===== src/rtl/sdram_port_arbiter.sv =====
// Round-robin arbiter sharing one toggle-handshake SDRAM port among four level-request clients.
// One transaction in flight at a time; the request fields are latched at issue and held until the controller answers.
module sdram_port_arbiter #(
   parameter int NCLI    = 4,
   parameter int AW      = 23,
   parameter int TIMEOUT = 255
) (
   input  logic                clk,
   input  logic                reset,
   input  logic [NCLI-1:0]     cl_req,
   input  logic [NCLI-1:0]     cl_we,
   input  logic [NCLI*AW-1:0]  cl_addr,
   input  logic [2*NCLI-1:0]   cl_ds,
   input  logic [16*NCLI-1:0]  cl_din,
   output logic [NCLI-1:0]     cl_ack,
   output logic [15:0]         cl_q,
   output logic [1:0]          grant_id,
   output logic                busy,
   output logic                timeout_err,
   output logic                sd_req,
   input  logic                sd_ack,
   output logic                sd_we,
   output logic [AW-1:0]       sd_a,
   output logic [1:0]          sd_ds,
   output logic [15:0]         sd_d,
   input  logic [15:0]         sd_q,
   output logic [1:0]          dbg_state
);

   // Handshake: a client holds cl_req high until it sees its one-cycle cl_ack pulse.
   // Toward the controller, a new transaction is an sd_req toggle; it is complete once sd_ack equals sd_req.
   typedef enum logic [1:0] {
      IDLE = 2'd0,
      WAIT = 2'd1,
      DONE = 2'd2
   } state_t;

   localparam logic [7:0] TO_LIM = TIMEOUT[7:0];

   state_t            r_state;
   state_t            w_state_nxt;
   logic              w_issue;
   logic              w_complete;
   logic              w_any;
   logic [1:0]        w_sel;
   logic [1:0]        w_cand;
   logic [7:0]        w_cnt_inc;

   logic              r_sd_req;
   logic [NCLI-1:0]   r_ack;
   logic [15:0]       r_q;
   logic [1:0]        r_grant;
   logic              r_busy;
   logic              r_timeout;
   logic              r_we;
   logic [AW-1:0]     r_a;
   logic [1:0]        r_ds;
   logic [15:0]       r_d;
   logic [7:0]        r_cnt;

   // Scan downward so the client closest after the last grant wins; the last-served one scans last.
   always_comb begin
      w_sel  = r_grant;
      w_any  = 1'b0;
      w_cand = r_grant;
      for (int k = NCLI; k >= 1; k--) begin
         w_cand = r_grant + k[1:0];
         if (cl_req[w_cand]) begin
            w_sel = w_cand;
            w_any = 1'b1;
         end
      end
   end

   assign w_cnt_inc = (r_cnt == 8'hFF) ? r_cnt : r_cnt + 8'd1;

   always_ff @(posedge clk) begin
      if (reset) r_state <= IDLE;
      else       r_state <= w_state_nxt;
   end

   always_comb begin
      w_state_nxt = r_state;
      w_issue     = 1'b0;
      w_complete  = 1'b0;
      case (r_state)
         IDLE: begin
            if (w_any) begin
               w_issue     = 1'b1;
               w_state_nxt = WAIT;
            end
         end
         WAIT: begin
            if (sd_ack == r_sd_req) begin
               w_complete  = 1'b1;
               w_state_nxt = DONE;
            end
         end
         DONE:    w_state_nxt = IDLE;
         default: w_state_nxt = IDLE;
      endcase
   end

   always_ff @(posedge clk) begin
      if (reset) begin
         r_sd_req  <= sd_ack;
         r_ack     <= '0;
         r_q       <= '0;
         r_grant   <= 2'd3;
         r_busy    <= 1'b0;
         r_timeout <= 1'b0;
         r_we      <= 1'b0;
         r_a       <= '0;
         r_ds      <= '0;
         r_d       <= '0;
         r_cnt     <= '0;
      end else begin
         r_ack <= '0;
         // Idle re-tracking of sd_ack swallows a completion left over from a transaction cut off by reset.
         if (w_issue) begin
            r_sd_req <= ~sd_ack;
            r_grant  <= w_sel;
            r_busy   <= 1'b1;
            r_we     <= cl_we[w_sel];
            r_a      <= cl_addr[w_sel*AW +: AW];
            r_ds     <= cl_ds[w_sel*2 +: 2];
            r_d      <= cl_din[w_sel*16 +: 16];
         end else if (r_state == IDLE) begin
            r_sd_req <= sd_ack;
         end
         if (w_complete) begin
            if (!r_we) r_q <= sd_q;
            r_ack[r_grant] <= 1'b1;
            r_busy         <= 1'b0;
            r_cnt          <= '0;
         end else if (r_state == WAIT) begin
            r_cnt <= w_cnt_inc;
            if (w_cnt_inc >= TO_LIM) r_timeout <= 1'b1;
         end
      end
   end

   assign cl_ack      = r_ack;
   assign cl_q        = r_q;
   assign grant_id    = r_grant;
   assign busy        = r_busy;
   assign timeout_err = r_timeout;
   assign sd_req      = r_sd_req;
   assign sd_we       = r_we;
   assign sd_a        = r_a;
   assign sd_ds       = r_ds;
   assign sd_d        = r_d;
   assign dbg_state   = r_state;

endmodule

===== config.mk =====
export PLATFORM = sky130hd
export DESIGN_NAME = sdram_port_arbiter
export DESIGN_NICKNAME = d
export VERILOG_FILES = /design/src/rtl/sdram_port_arbiter.sv
export SDC_FILE = /design/constraint.sdc
export NUM_CORES = 1
export LEC_CHECK = 0
export ABC_CLOCK_PERIOD_IN_PS = 5700
export CORE_MARGIN = 5
export CORE_UTILIZATION = 25
export CTS_CLUSTER_DIAMETER = 200
export DETAILED_ROUTE_END_ITERATION = 10
export GPL_TIMING_DRIVEN = 1
export PLACE_DENSITY = 0.59
export SLEW_MARGIN = 0
export SYNTH_ARGS = -nofsm -noshare
export SYNTH_HDL_FRONTEND = slang
export SYNTH_SLANG_ARGS = --single-unit
export TNS_END_PERCENT = 20

===== constraint.sdc =====
create_clock -name clk -period 5.7 [get_ports clk]
set_clock_uncertainty 0.1 [all_clocks]
set_input_delay 1.425 -clock clk [delete_from_list [all_inputs] [get_ports clk]]
set_output_delay 1.425 -clock clk [all_outputs]
set_load 0.01 [all_outputs]

==> flow_summary.toml <==
[status]
status = "finished, final reports clean"

[clock_tree]
h-tree-depth = 3
cts_root_buf = "clkbuf_16"
cts_sinks = 77
cts_buffer_depth = 2
cts_tree = "built"
cts.repair.resized = 0
cts_hold_buffers = 0
post-cts-setup-buffer-count = 0
clock_latency_ns = 0.34
cts_inserted_buffers = 9
path_clk_slew_ns = 0.06

[worst_setup_path]
cp.arrival_ns = 3.99
crit_chain = "clkdlybuf4s50_1 > or4_2 > o221ai_1"
slowest_delay_ns = 1.28
cp_slowest_cell = "or4_2"
crit_type = "input port to register"
critPathCaptureType = "register"
critPathRequiredTime_ns = 5.84
cp_top_family = "simple AND/OR/NAND/NOR gates"
startpoint_type = "input port"
crit_cells = 3
critPathMaxFanout = 42
critPathBufInv = 1
worstRegToRegCells = 7

[layout]
layout_common_cells = "259 x clkdlybuf4s50_1, 104 x mux2i_1, 76 x dfxtp_1, 52 x nand2_1, 42 x o221ai_1"
nNetsFinal = 849
num_antenna_cells = 0
final_common_cell = "clkdlybuf4s50_1"
final_area_um2 = 7080
fillers = 1514
drive_above_1_share_pct = 3.80
syn2layout_area_growth_pct = 77.3

[logic_synthesis]
postSynthAreaPerCell_um2 = 9.74
ys_ff_latch = 77
ys_warn_count = 0
yosysUniqueCellTypes = 44
ys_seq_area_share_pct = 38.8
syn_nets = 606
synthDominantCellAreaShare_pct = 38.1
synth_area_leaders = "dfxtp_1 38%, mux2i_1 26%, o221ai_1 9.2%"
synth_top_area_cell = "dfxtp_1"
synth_flop_cell = "dfxtp_1"
synth_cells = 410
synth_edf_count = 1
netlist_area_um2 = 4000
synthArstFlopShare_pct = 0

[placed_design]
routabilityCongestion = 0.778
port_buffers = 259
hpwl_um = 11100
placed_area_um2 = 6710

[run]
maxCapViolCount = 0

[timing]
setup_viol = 0
tightest_slew_ns = 1.15
fin_setup_tns_ns = 0
fin_crit_ns = 3.85
whs_ns = 0.358
slew_violations = 0
finalHoldViolCount = 0
timing.final.crit_share_pct = 67.5
rsz0062_at_grt = "no"
max-slew-margin-rel_pct = 22.9
fmaxAchievable_mhz = 260

[route]
antenna_left = 0
vias = 3985
drt-pass1-iter-count = 4
post-route-drc-count = 0
drt_iter0_drc = 123
viasPerCell = 4.56
wirelength_um = 14200
wl_per_cell_um = 16.3

[floorplanning]
die_y_um = 136
die_w_um = 136
fp.dieArea_um2 = 18600
rows = 46
io_pins = 260
initial_core_util_pct = 25.3
core_um2 = 15800

[power_and_ir_drop]
leakagePower_nw = 2.80
powerDensity_nw_per_um2 = 330
total_power_mw = 2.34
ir_drop_mv = 0.161

[global_routing]
grt_usage_pct = 15.2
grt_max_degree = 45
antenna_found_initial = 0
grt_pass1_vias = 4259
grt_first_pass_wirelength_um = 22000
overflow = 0

[min_path]
worstHoldPathCells = 2
hp-class = "register to register"
## where the power goes
part	switching (mW)	internal (mW)	total, mW	leakage [nW]
clock	0.240	0.475	0.715	0.180
sequential	0.0680	0.654	0.722	0.634
combinational	0.402	0.501	0.904	1.98
total	0.710	1.63	2.34	2.80
## registers in the layout (all words and copies together) (netlist names)
| name | cells |
|---|---|
| sd_d | 16 |
| dbg_state | 2 |
| sd_req | 1 |
| grant_id | 2 |
| sd_a | 23 |
| cl_ack | 4 |
| sd_we | 1 |
| cl_q | 16 |
| sd_ds | 2 |
| r_cnt | 8 |
| busy | 1 |
| timeout_err | 1 |
## layer usage
layer / global-route usage, % / vias up / share of wire (%)
met5: 0 / - / 0
li1: - / 2003 / -
met1: 16.8 / 1829 / 39
met2: 27.6 / 139 / 53
met3: 4.52 / 14 / 7.3
met4: 5.26 / 0 / 1.5
## stage by stage
stage / instances / util [%] / setup WS (ns)
4_1_cts: 874 / 44.9 / 1.82
3_5_place_dp: 858 / 42.6 / 1.48
6_report: 874 / 44.9 / 1.85
2_1_floorplan: 410 / - / 2.77
3_3_place_gp: 858 / 42.6 / 1.55
5_1_grt: 874 / 44.9 / 1.65
## cells by family after synthesis
| group | synth area share, % |
|---|---|
| compound gates | 13.7 |
| mux | 26.9 |
| simple gates | 12.6 |
| flops | 38.8 |
| buf+inv | 5.14 |
| xor+xnor | 1.32 |
| fa+ha+maj | 1.57 |
## final timing paths
kind                       startpoint                     to  slack, ns
max                             reset  sd_d[15]$_SDFFE_PP0P_       1.85
min             sd_d[12]$_SDFFE_PP0P_  sd_d[12]$_SDFFE_PP0P_       0.36
min reg2reg     sd_d[12]$_SDFFE_PP0P_  sd_d[12]$_SDFFE_PP0P_       0.36
max reg2reg  grant_id[0]$_SDFFE_PP1P_  sd_d[15]$_SDFFE_PP0P_       2.52
## area by class of cell
cell class | count | area [um^2] | area share (%)
Clock buffer | 9 | 225 | 3.18
Sequential cell | 77 | 1550 | 21.9
Timing Repair Buffer | 261 | 2610 | 36.8
Tap cell | 216 | 270 | 3.82
Multi-Input combinational cell | 300 | 2270 | 32.0
Inverter | 4 | 15.0 | 0.212
Clock inverter | 7 | 146 | 2.07
## tightest hold or removal path, stage by stage, from the launching register on
cell      delay (ns)
dfxtp_1         0.32
nand2_1         0.05
o221ai_1        0.05
## synthesized netlist by cell type (all sizes together), types with 2 or more instances
| cell type | number |
|---|---|
| nand4 | 2 |
| o221ai | 42 |
| nor2b | 3 |
| nand2 | 53 |
| nor2 | 33 |
| ha | 5 |
| a31oi | 3 |
| and3 | 2 |
| nor3 | 2 |
| o21ai | 9 |
| mux2 | 2 |
| nand2b | 2 |
| nand3 | 5 |
| mux2i | 105 |
| dfxtp | 76 |
| clkbuf | 13 |
| xor2 | 3 |
| and2 | 5 |
| buf | 16 |
| xnor2 | 3 |
| a21oi | 6 |
| or4 | 2 |
| inv | 4 |
(Power assumes the default switching activity.)
